[config.mk]
export PLATFORM = sky130hd
export DESIGN_NAME = uart_tx_byte
export DESIGN_NICKNAME = d
export VERILOG_FILES = /design/src/rtl/uart_pkg.sv /design/src/rtl/uart_baud_gen.sv /design/src/rtl/uart_tx_byte.sv
export SDC_FILE = /design/constraint.sdc
export NUM_CORES = 1
export LEC_CHECK = 0
export ABC_AREA = 0
export CORE_AREA = 2 2 65 43
export DETAILED_ROUTE_END_ITERATION = 7
export DIE_AREA = 0 0 67 45
export MAX_ROUTING_LAYER = met4
export PLACE_DENSITY_LB_ADDON = 0.05
export SYNTH_ARGS = -nofsm -noshare
export SYNTH_HDL_FRONTEND = slang
export SYNTH_SLANG_ARGS = --single-unit
[constraint.sdc]
create_clock -name clk -period 1.95 [get_ports clk]
set_clock_uncertainty 0.2 [all_clocks]
set_input_delay 0.2925 -clock clk [delete_from_list [all_inputs] [get_ports clk]]
set_output_delay 0.2925 -clock clk [all_outputs]
set_load 0.01 [all_outputs]
[src/rtl/uart_pkg.sv]
// -----------------------------------------------------------------------------
// uart_pkg
// Shared constants and the FSM state encoding for the UART byte transmitter.
//   UART_DATA_W     : payload width (8)
//   UART_IDLE_LEVEL : line level when no frame is on the wire (high)
//   uart_state_e    : 3-bit transmitter state encoding
// -----------------------------------------------------------------------------
package uart_pkg;

  localparam int   UART_DATA_W     = 8;
  localparam logic UART_IDLE_LEVEL = 1'b1;

  typedef enum logic [2:0] {
    IDLE   = 3'd0,
    START  = 3'd1,
    DATA   = 3'd2,
    PARITY = 3'd3,
    STOP   = 3'd4
  } uart_state_e;

endpackage

[src/rtl/uart_baud_gen.sv]
// -----------------------------------------------------------------------------
// uart_baud_gen
// Bit-period timer. Counts 0..CLKS_PER_BIT-1 while enabled and pulses bit_done
// in the last cycle of each bit period. Held at 0 while disabled so every
// frame starts phase-aligned to its accept.
// Ports:
//   clk      : system clock
//   rst_n    : asynchronous reset, active-low
//   en       : count enable (high while a frame is in progress)
//   bit_done : one-cycle pulse marking the final cycle of a bit period
// -----------------------------------------------------------------------------
module uart_baud_gen
  import uart_pkg::*;
#(
  parameter int CLKS_PER_BIT = 16
) (
  input  logic clk,
  input  logic rst_n,
  input  logic en,
  output logic bit_done
);

  localparam int CNT_W = (CLKS_PER_BIT > 1) ? $clog2(CLKS_PER_BIT) : 1;
  localparam logic [CNT_W-1:0] CNT_LAST = CNT_W'(CLKS_PER_BIT - 1);

  logic [CNT_W-1:0] cnt_q;
  logic [CNT_W-1:0] cnt_d;

  always_comb begin
    bit_done = en && (cnt_q == CNT_LAST);
    cnt_d    = cnt_q + CNT_W'(1);
    if (!en || bit_done) begin
      cnt_d = '0;
    end
  end

  always_ff @(posedge clk or negedge rst_n) begin
    if (!rst_n) begin
      cnt_q <= '0;
    end else begin
      cnt_q <= cnt_d;
    end
  end

endmodule

[src/rtl/uart_tx_byte.sv]
// -----------------------------------------------------------------------------
// uart_tx_byte
// Serialises one byte per valid/ready handshake into a UART frame:
// start bit, 8 data bits LSB first, [even parity], stop bit.
// Optional feature macro: UART_TX_PARITY_EN adds an even-parity bit
// between the last data bit and the stop bit (8E1 instead of 8N1).
// Ports:
//   clk      : system clock
//   rst_n    : asynchronous reset, active-low (aborts any frame in progress)
//   in_data  : byte to transmit, captured on accept
//   in_valid : in_data is valid
//   in_ready : block can accept a byte this cycle (idle only)
//   tx       : registered serial output, idle high
//   busy     : a frame is in progress
// -----------------------------------------------------------------------------
module uart_tx_byte
  import uart_pkg::*;
#(
  parameter int CLKS_PER_BIT = 16,
  parameter int DATA_W       = UART_DATA_W
) (
  input  logic              clk,
  input  logic              rst_n,
  input  logic [DATA_W-1:0] in_data,
  input  logic              in_valid,
  output logic              in_ready,
  output logic              tx,
  output logic              busy
);

  localparam logic [2:0] BIT_LAST = 3'(DATA_W - 1);

  uart_state_e       state_q;
  logic [2:0]        bit_cnt_q;
  logic              tx_q;
  logic              busy_q;
  logic [DATA_W-1:0] sh_q;
  logic              bit_done;
  logic              accept;
  logic              shift_en;

`ifdef UART_TX_PARITY_EN
  logic              parity_q;
`endif

  assign in_ready = ~busy_q;
  assign busy     = busy_q;
  assign tx       = tx_q;
  assign accept   = in_valid && in_ready;

  // The register always presents the next bit at sh_q[0]; it shifts each time
  // that bit is moved onto the line (end of START and of every data bit).
  assign shift_en = bit_done && ((state_q == START) || (state_q == DATA));

  uart_baud_gen #(
    .CLKS_PER_BIT(CLKS_PER_BIT)
  ) u_baud (
    .clk     (clk),
    .rst_n   (rst_n),
    .en      (state_q != IDLE),
    .bit_done(bit_done)
  );

  // Payload registers carry no reset: they are always loaded on accept
  // before being read.
  always_ff @(posedge clk) begin
    if (accept) begin
      sh_q <= in_data;
    end else if (shift_en) begin
      sh_q <= sh_q >> 1;
    end
  end

`ifdef UART_TX_PARITY_EN
  always_ff @(posedge clk) begin
    if (accept) begin
      parity_q <= ^in_data;
    end
  end
`endif

  always_ff @(posedge clk or negedge rst_n) begin
    if (!rst_n) begin
      state_q   <= IDLE;
      tx_q      <= UART_IDLE_LEVEL;
      busy_q    <= 1'b0;
      bit_cnt_q <= 3'd0;
    end else begin
      case (state_q)
        IDLE: begin
          if (accept) begin
            state_q   <= START;
            tx_q      <= ~UART_IDLE_LEVEL;
            busy_q    <= 1'b1;
            bit_cnt_q <= 3'd0;
          end
        end
        START: begin
          if (bit_done) begin
            state_q <= DATA;
            tx_q    <= sh_q[0];
          end
        end
        DATA: begin
          if (bit_done) begin
            if (bit_cnt_q == BIT_LAST) begin
              bit_cnt_q <= 3'd0;
`ifdef UART_TX_PARITY_EN
              state_q   <= PARITY;
              tx_q      <= parity_q;
`else
              state_q   <= STOP;
              tx_q      <= UART_IDLE_LEVEL;
`endif
            end else begin
              bit_cnt_q <= bit_cnt_q + 3'd1;
              tx_q      <= sh_q[0];
            end
          end
        end
`ifdef UART_TX_PARITY_EN
        PARITY: begin
          if (bit_done) begin
            state_q <= STOP;
            tx_q    <= UART_IDLE_LEVEL;
          end
        end
`endif
        STOP: begin
          if (bit_done) begin
            state_q <= IDLE;
            busy_q  <= 1'b0;
          end
        end
        default: begin
          state_q <= IDLE;
          tx_q    <= UART_IDLE_LEVEL;
          busy_q  <= 1'b0;
        end
      endcase
    end
  end

endmodule

==> results.yml, run 1 <==
floorplan:
  initial_core_util: 0.434
  die_h_um: 45
  core_mm2: 0.00238
  num_io_pins: 14
  rows: 14
  die-area_mm2: 0.00302
  fp.dieW_um: 67
setup_path:
  cp_cell_sequence: "clkdlybuf4s50_1"
  startpoint_type: "flip-flop"
  reg2reg_to: "sh_q[1]$_DFFE_PP_"
  critPathCaptureType: "output pin"
  ff2ff_setup_slack_ns: 0.21
  reg2reg_depth: 4
  crit_required_ns: 1.46
  path_buf_inv: 1
  critical_path.max_stage_delay_ns: 0.54
  cp_top_family: "flip-flops"
  critPathMaxFanout: 2
  slowest_stage: "dfstp_2"
  crit_type: "flip-flop to output pin"
  r2r_start: "u_baud.cnt_q[0]$_DFF_PN0_"
  worstPathArrival_ns: 1.33
  critPathLaunch: "tx$_DFFE_PN1P_"
  critPathCapture: "tx"
  path_depth: 1
logic_synthesis:
  ys_warn_count: 0
  avgSynthCellArea_um2: 10.2
  syn-num-nets: 115
  synthDistinctLibCells: 37
  synth_top_area_share: 0.266
  synth.most_common_cell: "nand2_1"
  ys_seq_area_frac: 0.524
  synth_flop_cell: "dfrtp_1"
  synth.largest_area_cell: "dfrtp_1"
  syn_area_mm2: 0.00103
  async_flop_share: 0.600
  ys_top_cells_by_count: "22 x nand2_1, 11 x dfrtp_1, 8 x edfxtp_1"
  synthCells: 101
  ys_ff_latch: 20
  synth_edf_count: 8
  synthTopCellsByArea: "dfrtp_1 27%, edfxtp_1 23%, nand2_1 8.0%"
detailed_routing:
  drt_iter0_markers: 38
  firstDrtPassIters: 4
  drt_wl_total_um: 2000
  drc: 0
  routedWlPerCell_um: 13.3
  viasPerCell: 5.07
  ant_nets: 0
  num_vias: 765
pwr:
  p_per_area_mw_per_mm2: 622
  vdd_drop_max_uv: 284
  power_mw: 0.783
  p_leak_nw: 0.515
grt:
  grt_max_degree: 15
  grt_pass1_vias: 723
  grt_usage: 0.163
  grt_antenna_before_repair: 0
  grt-ovfl-total: 0
  grt_pass1_wl_um: 3480
finish:
  final_nets: 134
  regArea_um2: 542
  area_delta_synth_final_pct: 21.9
  multiInputGateArea_um2: 435
  final_layout_size_suffix_gt1_frac: 0.109
  diodes: 0
  fillers: 227
  fin_cells: 151
cts:
  postCtsSetupBuffers: 0
  clkLatencyLatePin_ns: 0.25
  cts_buffer_depth: 2
  numCtsBuffers: 3
  cts_tree: "yes"
  htreeDepth: 1
  cts_resized: 0
  cts.sinks: 20
  clk_pin_slew_ns: 0.07
  root_buffer: "clkbuf_8"
  cts_hold_buf: 0
placed_design:
  post-place-ws_ns: 0.175
  io_buffers: 13
  gp_congestion: 0.792
  dp_hpwl_um: 1410
  dp.cells: 147
sta:
  layout_min_cycle_time_ns: 1.82
  setup_violations: 0
  min_period_over_period: 0.934
  finalHoldViolCount: 0
  slew_violations: 0
  fin_ws_ns: 0.128
  fmax_mhz: 549
  setup_tns_ns: 0
  rsz0062_at_grt: "no"
  whs_ns: 0.183
  slew_headroom: 0.642
  worst_slew_pin_slew_ns: 0.535
hold_path:
  hold_class: "input pin to async pin"
run_status:
  outcome: "complete, no violations"
job:
  maxCapViolCount: 0
stage by stage:
| step | utilization | area (um^2) |
|---|---|---|
| 5_1_grt | 0.529 | 1260 |
| 3_5_place_dp | 0.510 | 1210 |
| 3_3_place_gp | 0.510 | 1210 |
| 4_1_cts | 0.529 | 1260 |
| 6_report | 0.529 | 1260 |
| 2_1_floorplan | - | 1030 |
area by class of cell:
| type | instances | area share |
|---|---|---|
| inverter | 4 | 0.0119 |
| clock buffer | 3 | 0.0328 |
| clock inverter | 1 | 0.00298 |
| multi-input combinational | 71 | 0.346 |
| sequential | 20 | 0.430 |
| tap | 32 | 0.0318 |
| timing repair buffer | 20 | 0.145 |
layout by cell type, fill, tap and decap left out, drive strengths merged, types with 3 or more instances in the layout:
master	instances
nand2	22
clkdlybuf4s50	13
dfrtp	11
edfxtp	8
nor2	7
buf	7
nand3	5
inv	4
mux2i	3
o2bb2ai	3
ha	3
clkbuf	3
a21oi	3
power by group:
| part | switching, mW | total, mW | internal, mW |
|---|---|---|---|
| combinational | 0.0248 | 0.0606 | 0.0358 |
| sequential | 0.00643 | 0.452 | 0.446 |
| clock | 0.131 | 0.271 | 0.140 |
| total | 0.162 | 0.783 | 0.621 |
cells by family after synthesis:
logic type                 share of synthesized area
AOI/OAI and AO/OA                              0.125
xor gates and xnor gates                      0.0254
adders and majority gates                     0.0363
buffers and inverters                         0.0545
DFF                                            0.524
muxes                                         0.0291
and+or+nand+nor                                0.206
worst min-delay path by stage:
stage	slack [ns]	from	depth (start not counted)	endpoint
2_1_floorplan	-0.20	rst_n	0	bit_cnt_q[0]$_DFFE_PN0P_
3_3_place_gp	0.25	u_baud.cnt_q[0]$_DFF_PN0_	1	u_baud.cnt_q[0]$_DFF_PN0_
3_5_place_dp	0.26	u_baud.cnt_q[0]$_DFF_PN0_	1	u_baud.cnt_q[0]$_DFF_PN0_
4_1_cts	0.20	rst_n	1	bit_cnt_q[2]$_DFFE_PN0P_
5_1_grt	0.21	rst_n	1	bit_cnt_q[1]$_DFFE_PN0P_
6_report	0.18	rst_n	1	bit_cnt_q[1]$_DFFE_PN0P_
routing by layer:
layer  track usage  part of all wire  vias to the layer above  wire length (um)
met4        0.0245                 0                        0                 0
met2         0.204              0.40                       12               795
met1         0.260              0.56                      362              1110
met3        0.0449             0.047                        0                95
li1              -                 -                      391                 -
met5             -                 0                        -                 0
registers in the layout, summed over array words and instances, names as in the netlist:
signal        cells
tx                1
busy              1
state_q           3
u_baud.cnt_q      4
bit_cnt_q         3
sh_q              8
No activity file was read; power rests on OpenSTA's default activity.
==> inputs of run 2 (changes only) <==
- GPL_TIMING_DRIVEN: not set -> 0
==> run 2 against run 1 <==
  * Via count fell by 0.26%
  * Global-route usage barely moved
  * Clock power rose by 2%
  * Total power rose by 0.63%
  * Largest cell class unchanged
==> results.yml, run 2 (synthesis gave the netlist of run 1 again) <==
finish:
  area_delta_synth_final_pct: 21.1
  regArea_um2: 542
  fillers: 235
  final_cell_mix: "21 x nand2_1, 13 x clkdlybuf4s50_1, 11 x dfrtp_1"
  diodes: 0
  reg_top3: "sh_q x8, u_baud.cnt_q x4"
  final_nets: 133
  final_layout_size_suffix_gt1_frac: 0.110
  multiInputGateArea_um2: 438
  largest_register: "sh_q"
  layout_commonest_cell: "nand2_1"
  largest_reg_flops: 8
sta:
  setup_tns_ns: 0
  whs_ns: 0.182
  fmax_mhz: 547
  slew_headroom: 0.640
  worst_slew_pin_slew_ns: 0.538
  fin_ws_ns: 0.122
  rsz0062_at_grt: "no"
  slew_violations: 0
  min_period_over_period: 0.938
  setup_violations: 0
  finalHoldViolCount: 0
  layout_min_cycle_time_ns: 1.83
setup_path:
  startpoint_type: "flip-flop"
  critPathLaunch: "tx$_DFFE_PN1P_"
  cp_cell_sequence: "clkdlybuf4s50_1"
  critical_path.max_stage_delay_ns: 0.54
  r2r_start: "u_baud.cnt_q[0]$_DFF_PN0_"
  slowest_stage: "dfstp_2"
  critPathCaptureType: "output pin"
  crit_type: "flip-flop to output pin"
  crit_required_ns: 1.46
  critPathMaxFanout: 2
  cp_top_family: "flip-flops"
  path_buf_inv: 1
  worstPathArrival_ns: 1.34
floorplan:
  fp.dieW_um: 67
  initial_core_util: 0.434
  num_io_pins: 14
  core_mm2: 0.00238
  die-area_mm2: 0.00302
  rows: 14
  die_h_um: 45
cts:
  cts.sinks: 20
  cts_tree: "yes"
  clk_pin_slew_ns: 0.07
  cts_hold_buf: 0
  root_buffer: "clkbuf_8"
  clkLatencyLatePin_ns: 0.26
  htreeDepth: 1
  numCtsBuffers: 3
  cts_buffer_depth: 2
pwr:
  vdd_drop_max_uv: 308
  p_leak_nw: 0.508
  power_mw: 0.788
  p_per_area_mw_per_mm2: 630
grt:
  grt-ovfl-total: 0
  grt_antenna_before_repair: 0
  grt_max_degree: 13
  grt_usage: 0.163
  grt_pass1_vias: 708
  grt_pass1_wl_um: 3350
detailed_routing:
  ant_nets: 0
  drt_wl_total_um: 2050
  drc: 0
  drt_iter0_markers: 14
  firstDrtPassIters: 4
  num_vias: 763
  routedWlPerCell_um: 13.6
  viasPerCell: 5.09
job:
  maxCapViolCount: 0
placed_design:
  io_buffers: 13
  dp_hpwl_um: 1440
  gp_congestion: 0.745
  post-place-ws_ns: 0.0412
hold_path:
  hold_class: "input pin to async pin"
run_status:
  outcome: "complete, no violations"
-- run 2: repair_timing --
item                       4_1_cts  5_1_grt
resized for setup                0        1
setup buffers                    0        0
setup endpoints to repair        0        8
-- run 2: report_power, final --
part           switching, mW  leakage, nW  internal (mW)
registers            0.00773        0.209          0.445
clock network          0.136       0.0231          0.140
logic                 0.0234        0.275         0.0357
-- run 2: stage by stage --
| stage | instance area, um^2 | std cells | util |
|---|---|---|---|
| 2_1_floorplan | 1030 | 101 | - |
| 3_3_place_gp | 1200 | 146 | 0.505 |
| 3_5_place_dp | 1200 | 146 | 0.505 |
| 4_1_cts | 1250 | 150 | 0.524 |
| 5_1_grt | 1250 | 150 | 0.525 |
| 6_report | 1250 | 150 | 0.525 |
-- run 2: layout make-up --
cell class / instances / area share
sequential: 20 / 0.433
multi-input combinational: 71 / 0.350
timing repair buffer: 13 / 0.104
clock buffer: 3 / 0.0330
buffer: 6 / 0.0330
tap: 32 / 0.0320
inverter: 4 / 0.0120
clock inverter: 1 / 0.00300
-- run 2: path summary, 6_finish.rpt --
| path | slack, ns | to | depth (start not counted) |
|---|---|---|---|
| max reg2reg | 0.23 | sh_q[3]$_DFFE_PP_ | 5 |
| min reg2reg | 0.26 | u_baud.cnt_q[0]$_DFF_PN0_ | 1 |
| max | 0.12 | tx | 1 |
| min | 0.18 | bit_cnt_q[1]$_DFFE_PN0P_ | 1 |
| min in group clk | 0.26 | u_baud.cnt_q[0]$_DFF_PN0_ | 1 |
| max in group asynchronous | 1.00 | tx$_DFFE_PN1P_ | 1 |
-- run 2: metal layers --
layer  part of all wire  vias to the layer above  GRT usage  routed length [um]
li1                   -                      389          -                   -
met1               0.51                      352      0.211                1040
met2               0.42                       18      0.240                 855
met3              0.060                        4     0.0549                 123
met4              0.012                        0     0.0612                  25
met5                  0                        -          -                   0
==> inputs of run 3 (changes only) <==
- clock period: 1.95 -> 2.2 ns (I/O delays scaled with it)
==> run 3 against run 2 <==
  * Critical path depth unchanged
  * Clock power decreased by 12%
  * Sequential power decreased by 11%
  * Sequential share of layout area increased by 0.087 points
  * Highest routed layer unchanged
==> results.yml, run 3 (synthesis gave the netlist of run 1 again) <==
detailed_routing:
  ant_nets: 0
  drt_wl_total_um: 2050
  drc: 0
  firstDrtPassIters: 4
  routedWlPerCell_um: 13.7
  num_vias: 761
  viasPerCell: 5.07
  drt_iter0_markers: 14
sta:
  setup_tns_ns: 0
  setup_violations: 0
  min_period_over_period: 0.848
  fin_ws_ns: 0.334
  layout_min_cycle_time_ns: 1.87
  worst_slew_pin_slew_ns: 0.543
  finalHoldViolCount: 0
  rsz0062_at_grt: "no"
  slew_violations: 0
  slew_headroom: 0.637
  fmax_mhz: 536
finish:
  layout_commonest_cell: "nand2_1"
  final_nets: 133
  area_delta_synth_final_pct: 20.8
  fin_cells: 150
  reg_top3: "sh_q x8, u_baud.cnt_q x4"
  largest_reg_flops: 8
  final_cell_mix: "22 x nand2_1, 13 x clkdlybuf4s50_1, 11 x dfrtp_1"
  largest_register: "sh_q"
  fin_util: 0.524
  diodes: 0
  design_area_mm2: 0.00125
  final_layout_size_suffix_gt1_frac: 0.102
setup_path:
  crit_required_ns: 1.67
  path_buf_inv: 1
  cp_cell_sequence: "clkdlybuf4s50_1"
  worstPathArrival_ns: 1.34
  reg2reg_depth: 5
  critical_path.max_stage_delay_ns: 0.54
  ff2ff_setup_slack_ns: 0.37
  reg2reg_to: "sh_q[3]$_DFFE_PP_"
  r2r_start: "u_baud.cnt_q[0]$_DFF_PN0_"
  slowest_stage: "dfstp_2"
  critPathLaunch: "tx$_DFFE_PN1P_"
  path_depth: 1
  critPathMaxFanout: 2
  startpoint_type: "flip-flop"
  crit_type: "flip-flop to output pin"
  critPathCaptureType: "output pin"
  critPathCapture: "tx"
  cp_top_family: "flip-flops"
cts:
  cts_tree: "yes"
  numCtsBuffers: 3
  root_buffer: "clkbuf_8"
  cts_buffer_depth: 2
  clk_pin_slew_ns: 0.07
  postCtsSetupBuffers: 0
  cts_resized: 0
  clkLatencyLatePin_ns: 0.26
  cts.sinks: 20
  cts_hold_buf: 0
  htreeDepth: 1
floorplan:
  rows: 14
  core_mm2: 0.00238
  fp.dieW_um: 67
  initial_core_util: 0.434
  num_io_pins: 14
  die_h_um: 45
  die-area_mm2: 0.00302
pwr:
  vdd_drop_max_uv: 273
  p_leak_nw: 0.508
  p_per_area_mw_per_mm2: 559
placed_design:
  placed_cell_area_mm2: 0.00120
  dp_hpwl_um: 1440
  gp_congestion: 0.745
  post-place-ws_ns: 0.254
  dp.cells: 146
  io_buffers: 13
run_status:
  outcome: "complete, no violations"
job:
  maxCapViolCount: 0
hold_path:
  hold_class: "input pin to async pin"
grt:
  grt_pass1_vias: 708
  grt-ovfl-total: 0
  grt_usage: 0.163
  grt_antenna_before_repair: 0
  grt_pass1_wl_um: 3350
  grt_max_degree: 13
-- run 3: cell type report --
class | count | area, um^2
sequential | 20 | 542
fill | 236 | 1130
buffer | 6 | 41.3
inverter | 4 | 15.0
multi-input combinational | 71 | 435
clock inverter | 1 | 3.75
clock buffer | 3 | 41.3
timing repair buffer | 13 | 130
tap | 32 | 40.0
-- run 3: worst min-delay path by stage --
stage / end / start / slack, ns
floorplan: bit_cnt_q[0]$_DFFE_PN0P_ / rst_n / -0.17
global placement: u_baud.cnt_q[0]$_DFF_PN0_ / u_baud.cnt_q[0]$_DFF_PN0_ / 0.25
finish: bit_cnt_q[1]$_DFFE_PN0P_ / rst_n / 0.22
detailed placement: u_baud.cnt_q[0]$_DFF_PN0_ / u_baud.cnt_q[0]$_DFF_PN0_ / 0.25
CTS: bit_cnt_q[1]$_DFFE_PN0P_ / rst_n / 0.24
global route: bit_cnt_q[1]$_DFFE_PN0P_ / rst_n / 0.25
-- run 3: power by group --
part	leakage, nW	internal (mW)	total, mW	switching (mW)
logic	0.276	0.0316	0.0525	0.0208
registers	0.209	0.395	0.402	0.00684
clock network	0.0231	0.124	0.244	0.120
-- run 3: through the flow --
stage | hold slack [ns] | power (mW)
after floorplan | -0.166 | 0.430
after global placement | 0.251 | 0.460
after detailed placement | 0.253 | 0.462
after CTS | 0.244 | 0.707
after global routing | 0.250 | 0.729
final | 0.221 | 0.699
-- run 3: layer usage --
layer	vias to the layer above	part of all wire	track usage
met5	-	0	-
met4	0	0.012	0.0612
met3	4	0.056	0.0549
met2	16	0.42	0.240
met1	353	0.51	0.211
li1	388	-	-
